[src/rtl/pc_sequencer.sv]
// Fetch PC register and next-PC sequencing for the pipelined MIPS core.
// Ports: clk/reset, hazard stall, D-stage class flags, CP0 exc_req, mux result
//   new_pc in; pc_f, npc_sel, flush_fd, flush_all, fetch_hold out.
module pc_sequencer #(
  parameter logic [31:0] RESET_PC   = 32'h0000_3000,
  parameter logic [31:0] EXC_VEC    = 32'h0000_4180,
  parameter int unsigned ERET_DRAIN = 3
) (
  input  logic        clk,
  input  logic        reset,
  input  logic        stall,
  input  logic        br_d,
  input  logic        j_d,
  input  logic        jr_d,
  input  logic        eret_d,
  input  logic        exc_req,
  input  logic [31:0] new_pc,
  output logic [31:0] pc_f,
  output logic [1:0]  npc_sel,
  output logic        flush_fd,
  output logic        flush_all,
  output logic        fetch_hold
);

  typedef enum logic {
    RUN   = 1'b0,
    DRAIN = 1'b1
  } state_e;

  // Counter load: DRAIN lasts ERET_DRAIN cycles, exiting when cnt hits 0.
  localparam logic [2:0] CNT_LD = 3'(ERET_DRAIN - 1);

  state_e      state_q, state_d;
  logic [2:0]  cnt_q, cnt_d;
  logic [31:0] pc_q, pc_d;

  always_ff @(posedge clk or posedge reset) begin
    if (reset) begin
      state_q <= RUN;
      cnt_q   <= 3'd0;
      pc_q    <= RESET_PC;
    end else begin
      state_q <= state_d;
      cnt_q   <= cnt_d;
      pc_q    <= pc_d;
    end
  end

  always_comb begin
    state_d    = state_q;
    cnt_d      = cnt_q;
    pc_d       = pc_q;
    npc_sel    = 2'b00;
    flush_fd   = 1'b0;
    flush_all  = 1'b0;
    fetch_hold = 1'b0;

    // Mux select: EPC while draining, else by control-flow class.
    if (state_q == DRAIN) begin
      npc_sel    = 2'b11;
      fetch_hold = 1'b1;
    end else if (jr_d) begin
      npc_sel = 2'b10;
    end else if (j_d) begin
      npc_sel = 2'b01;
    end

    if (exc_req) begin
      // Exception beats everything, including a pending eret or drain.
      pc_d      = EXC_VEC;
      state_d   = RUN;
      cnt_d     = 3'd0;
      flush_all = 1'b1;
    end else if (state_q == DRAIN) begin
      if (cnt_q != 3'd0) begin
        cnt_d = cnt_q - 3'd1;
      end else begin
        pc_d     = new_pc;
        flush_fd = 1'b1;
        state_d  = RUN;
      end
    end else if (stall) begin
      pc_d = pc_q;
    end else if (eret_d) begin
      state_d = DRAIN;
      cnt_d   = CNT_LD;
    end else if (br_d || j_d || jr_d) begin
      pc_d = new_pc;
    end else begin
      pc_d = pc_q + 32'd4;
    end
  end

  assign pc_f = pc_q;

endmodule
[config.mk]
export PLATFORM = sky130hd
export DESIGN_NAME = pc_sequencer
export DESIGN_NICKNAME = d
export VERILOG_FILES = /design/src/rtl/pc_sequencer.sv
export SDC_FILE = /design/constraint.sdc
export NUM_CORES = 1
export LEC_CHECK = 0
export CAP_MARGIN = 10
export CORE_UTILIZATION = 46
export DETAILED_ROUTE_END_ITERATION = 8
export GPL_ROUTABILITY_DRIVEN = 0
export PLACE_DENSITY = 0.81
export SLEW_MARGIN = 20
export SYNTH_ARGS = -nofsm -noshare
export SYNTH_HDL_FRONTEND = slang
export SYNTH_SLANG_ARGS = --single-unit
[constraint.sdc]
create_clock -name clk -period 2.9 [get_ports clk]
set_input_delay 0.87 -clock clk [delete_from_list [all_inputs] [get_ports clk]]
set_output_delay 0.87 -clock clk [all_outputs]
set_load 0.005 [all_outputs]
==> Flow_metrics.wiki <==
{| class="wikitable"
! Metric !! Value
|-
| Worst Min Path Start || pc_f[0]
|-
| Initial standard-cell utilization of the core || 47.58%
|-
| Sequential cell area || 903.4 sq um
|-
| First-pass GRT wire length || between 10,000 and 15,000 um
|-
| Io pins || 77
|-
| GRT overflow || 0
|-
| Number of antenna violations at the first check in global routing || 0
|-
| CTS tree || yes
|-
| Instance count along the most critical hold path || 1
|-
| Sum Neg Setup Slack || 0 ns
|-
| Multi-input gate area in the final layout || 1226 sq um
|-
| Total Nets Final || 397
|-
| Achievable Freq || 351.9 MHz
|-
| Hold slack final || approximately 0.5 ns
|-
| Share of final-layout standard cells stronger than drive strength 1 || 10.14%
|-
| Yosys Warn Count || 0
|-
| Status || finished, final reports clean
|-
| DR vias/cell || 5.825
|-
| Portion of the post-synthesis area used by sequential elements || 40.20%
|-
| Primary FF master, synth || sky130_fd_sc_hd__dfrtp_1
|-
| Later-pin clock latency in the skew report || a little under 0.3 ns
|-
| Reg2Reg Launch Point || cnt_q[0]
|-
| Maximum fanout encountered on the critical timing path || 3
|-
| Area share of the leading cell type in the synthesized netlist || 37.86%
|-
| Count of different cell masters after synthesis || 46
|-
| Wirelength per Cell || 15.16 um
|-
| Worst IR Drop VDD || roughly 250 uV
|-
| Antenna diode count || 0
|-
| Maximum number of pins on one net before global-route repair || 37
|-
| Number of detailed-route iterations in the first pass || 5
|-
| Horizontal extent of the die || between 70 and 80 um
|-
| H-tree Lvls || 2
|-
| Destination of the worst register-to-register timing path || pc_f[25]
|-
| Clock buffer depth || 2
|-
| Clock-pin transition on the worst setup and hold timing paths || 0.08 ns
|-
| Placeable core region || 4723 sq um
|-
| Path class of the lowest-slack min-delay path || reg -> reg
|-
| Crit Path Category || in -> out
|-
| Total of buffers placed on input and output ports || 76
|-
| Via count || around 2,500
|-
| Instance count of the mapped netlist || 272
|-
| Final number of hold-violating endpoints || 0
|-
| Number of setup violations in the final report || 0
|-
| Data arrival time of the critical path || 1.97 ns
|-
| Tot Pwr || 1254 uW
|-
| Cell Rows || 25
|-
| Root Buffer || sky130_fd_sc_hd__clkbuf_8
|-
| DR DRC count || 0
|-
| Number of global-route vias before repair || 2,115
|-
| GRT Resource Usage Total || 24.69%
|-
| Routed Wire Length || 6396 um
|-
| Syn nets || around 320
|-
| Data required time at the worst endpoint || 2.03 ns
|-
| Cell types occupying the most area after synthesis || sky130_fd_sc_hd__dfrtp_1, sky130_fd_sc_hd__o21ai_0, sky130_fd_sc_hd__a21oi_1
|-
| Fill cell total of the finished layout || 377
|-
| Number of buffers added by the clock tree synthesis step || 5
|-
| P per Cell Area || 388.2 nW/um^2
|-
| RSZ-0062 raised after global routing || no
|-
| Clock skew after layout || 0.01209 ns
|-
| Slack of the worst reg-to-reg path || 0.70 ns
|-
| Library cell with the largest summed area after synthesis || sky130_fd_sc_hd__dfrtp_1
|-
| Final Max Slew Viols || 0
|-
| Y dimension of the die || ~72 um
|-
| Synthesized area divided by synthesized cell count || 8.262 sq um
|-
| Critical path origin || exc_req
|-
| Path depth of the worst reg2reg path || 8
|-
| Minimum period implied by the final worst setup slack || 2.842 ns
|-
| Signed area change from the synthesized netlist to the final layout || 43.76%
|-
| Count of state elements after synthesis || 36
|-
| Number of flops mapped to enable cells by yosys || 0
|-
| Antenna Violating Nets Remaining || 0
|-
| End point of the most critical hold path || pc_f[0]
|-
| Clock net sink count || 36
|-
| Worst-margin pin slew || 0.8042 ns
|-
| Number of buffers inserted for hold repair after clock tree synthesis || 0
|-
| First-iteration detailed-routing DRC count || roughly 320
|-
| Post-route fraction of the period consumed by the critical path || 98.00%
|-
| CP endpoint kind || output pin
|-
| Proportion of synthesized flip-flops having asynchronous set or reset || 100.0%
|-
| Overall die area || between 5000 and 6000 sq um
|-
| Leakage power total || 0.001306 uW
|-
| Launching element type of the critical path || input pin
|-
| Post-synth design cell area || between 2000 and 2500 sq um
|-
| Placed wire-length estimate || roughly 4500 um
|-
| Number of max-capacitance violations reported || 0
|-
| Relative max-transition margin || 46.19%
|}
## routing by layer
layer	up-vias	GRT usage, %	routed length, um	share of wire (%)
li1	1185	-	-	-
met1	1142	33.24	2747	43
met2	120	40.78	3106	49
met3	11	4.306	447	7.0
met4	0	7.843	94	1.5
met5	-	0	0	0
## synthesized netlist by cell type (3+ instances only)
cell type,count
sky130_fd_sc_hd__dfrtp_1,34
sky130_fd_sc_hd__o21ai_0,31
sky130_fd_sc_hd__nand2_1,24
sky130_fd_sc_hd__nor2_1,22
sky130_fd_sc_hd__a21oi_1,21
sky130_fd_sc_hd__nand3_1,15
sky130_fd_sc_hd__clkbuf_1,13
sky130_fd_sc_hd__nand4_1,12
sky130_fd_sc_hd__inv_1,9
sky130_fd_sc_hd__nor3_1,9
sky130_fd_sc_hd__a31oi_1,8
sky130_fd_sc_hd__a22oi_1,6
sky130_fd_sc_hd__nor4_1,6
sky130_fd_sc_hd__a32oi_1,4
sky130_fd_sc_hd__buf_6,4
sky130_fd_sc_hd__or3_1,4
sky130_fd_sc_hd__a22o_1,3
sky130_fd_sc_hd__and2_1,3
sky130_fd_sc_hd__and3_1,3
sky130_fd_sc_hd__ha_1,3
sky130_fd_sc_hd__nor3b_1,3
sky130_fd_sc_hd__o22ai_1,3
## critical path: stages
cell and delay, ns:
sky130_fd_sc_hd__clkdlybuf4s50_1 0.45, sky130_fd_sc_hd__nor2b_1 0.14, sky130_fd_sc_hd__clkdlybuf4s50_1 0.51
## logic make-up (layout without fill, tap and decap cells)
| logic type | Yosys count | count (layout) | synth area share (%) |
|---|---|---|---|
| AO/OA/AOI/OAI | 93 | 93 | 25.84 |
| XOR/XNOR | 1 | 1 | 0.3898 |
| adder cells (fa/ha/maj) | 3 | 3 | 1.671 |
| buffers and inverters | 27 | 110 | 6.013 |
| flip-flops | 36 | 36 | 40.20 |
| multiplexers | 1 | 1 | 0.4455 |
| AND/OR/NAND/NOR | 111 | 111 | 25.45 |
## area by class of cell
| cell class | instances | area share, % |
|---|---|---|
| Inverter | 9 | 1.046 |
| Clock buffer | 7 | 2.672 |
| Sequential cell | 36 | 27.96 |
| Tap cell | 67 | 2.595 |
| Clock inverter | 1 | 0.2324 |
| Multi-Input combinational cell | 209 | 37.96 |
| Timing Repair Buffer | 93 | 27.54 |
## how the worst max path moves through the flow
stage / endpoint / depth (start not counted) / slack, ns
2_1_floorplan: pc_f[30] / 6 / 0.36
3_3_place_gp: npc_sel[0] / 4 / -0.009
3_5_place_dp: npc_sel[1] / 3 / -0.02
4_1_cts: npc_sel[0] / 3 / 0.03
5_1_grt: flush_fd / 3 / 0.02
6_report: flush_fd / 3 / 0.06
## cell usage in the layout, fill, tap and decap left out, drive strengths merged, types with 4 or more instances in the layout
master / Yosys / final
a22oi: 6 / 6
nor2: 22 / 22
dfrtp: 34 / 34
a21oi: 21 / 21
buf: 5 / 17
nor4: 6 / 6
nand3: 15 / 15
nand4: 12 / 12
inv: 9 / 9
o21ai: 33 / 33
or3: 4 / 4
a31oi: 8 / 8
nand2: 24 / 24
a32oi: 4 / 4
clkdlybuf4s50: 0 / 74
clkbuf: 13 / 7
nor3: 9 / 9
## flip-flops by register name, indices dropped and copies added, names as in the netlist
name and cells:
state_q 1, pc_f 32, cnt_q 3
## where the power goes
group	leakage, uW	internal (uW)	switching [uW]	total [uW]
Combinational	0.000792	167	113	280
Sequential	0.000470	540	51.7	591
Clock	0.0000445	193	190	383
## timing repair
action                                  CTS  global route
resized for setup                         1             1
buffers inserted                          0             0
hold endpoints to repair                  0             0
cloned                                    0             0
endpoints found under the setup margin    2             1
## per-stage QoR
step	area, sq um	setup WS, ns	utilization [%]	cells
3_5_place_dp	3136	-0.01556	66.38	414
4_1_cts	3228	0.03318	68.34	422
5_1_grt	3231	0.02439	68.40	422
6_report	3231	0.05811	68.40	422
3_3_place_gp	3136	-0.008556	66.38	414
2_1_floorplan	2247	0.3591	-	272
Note: power is estimated with default switching activity, not from simulation.
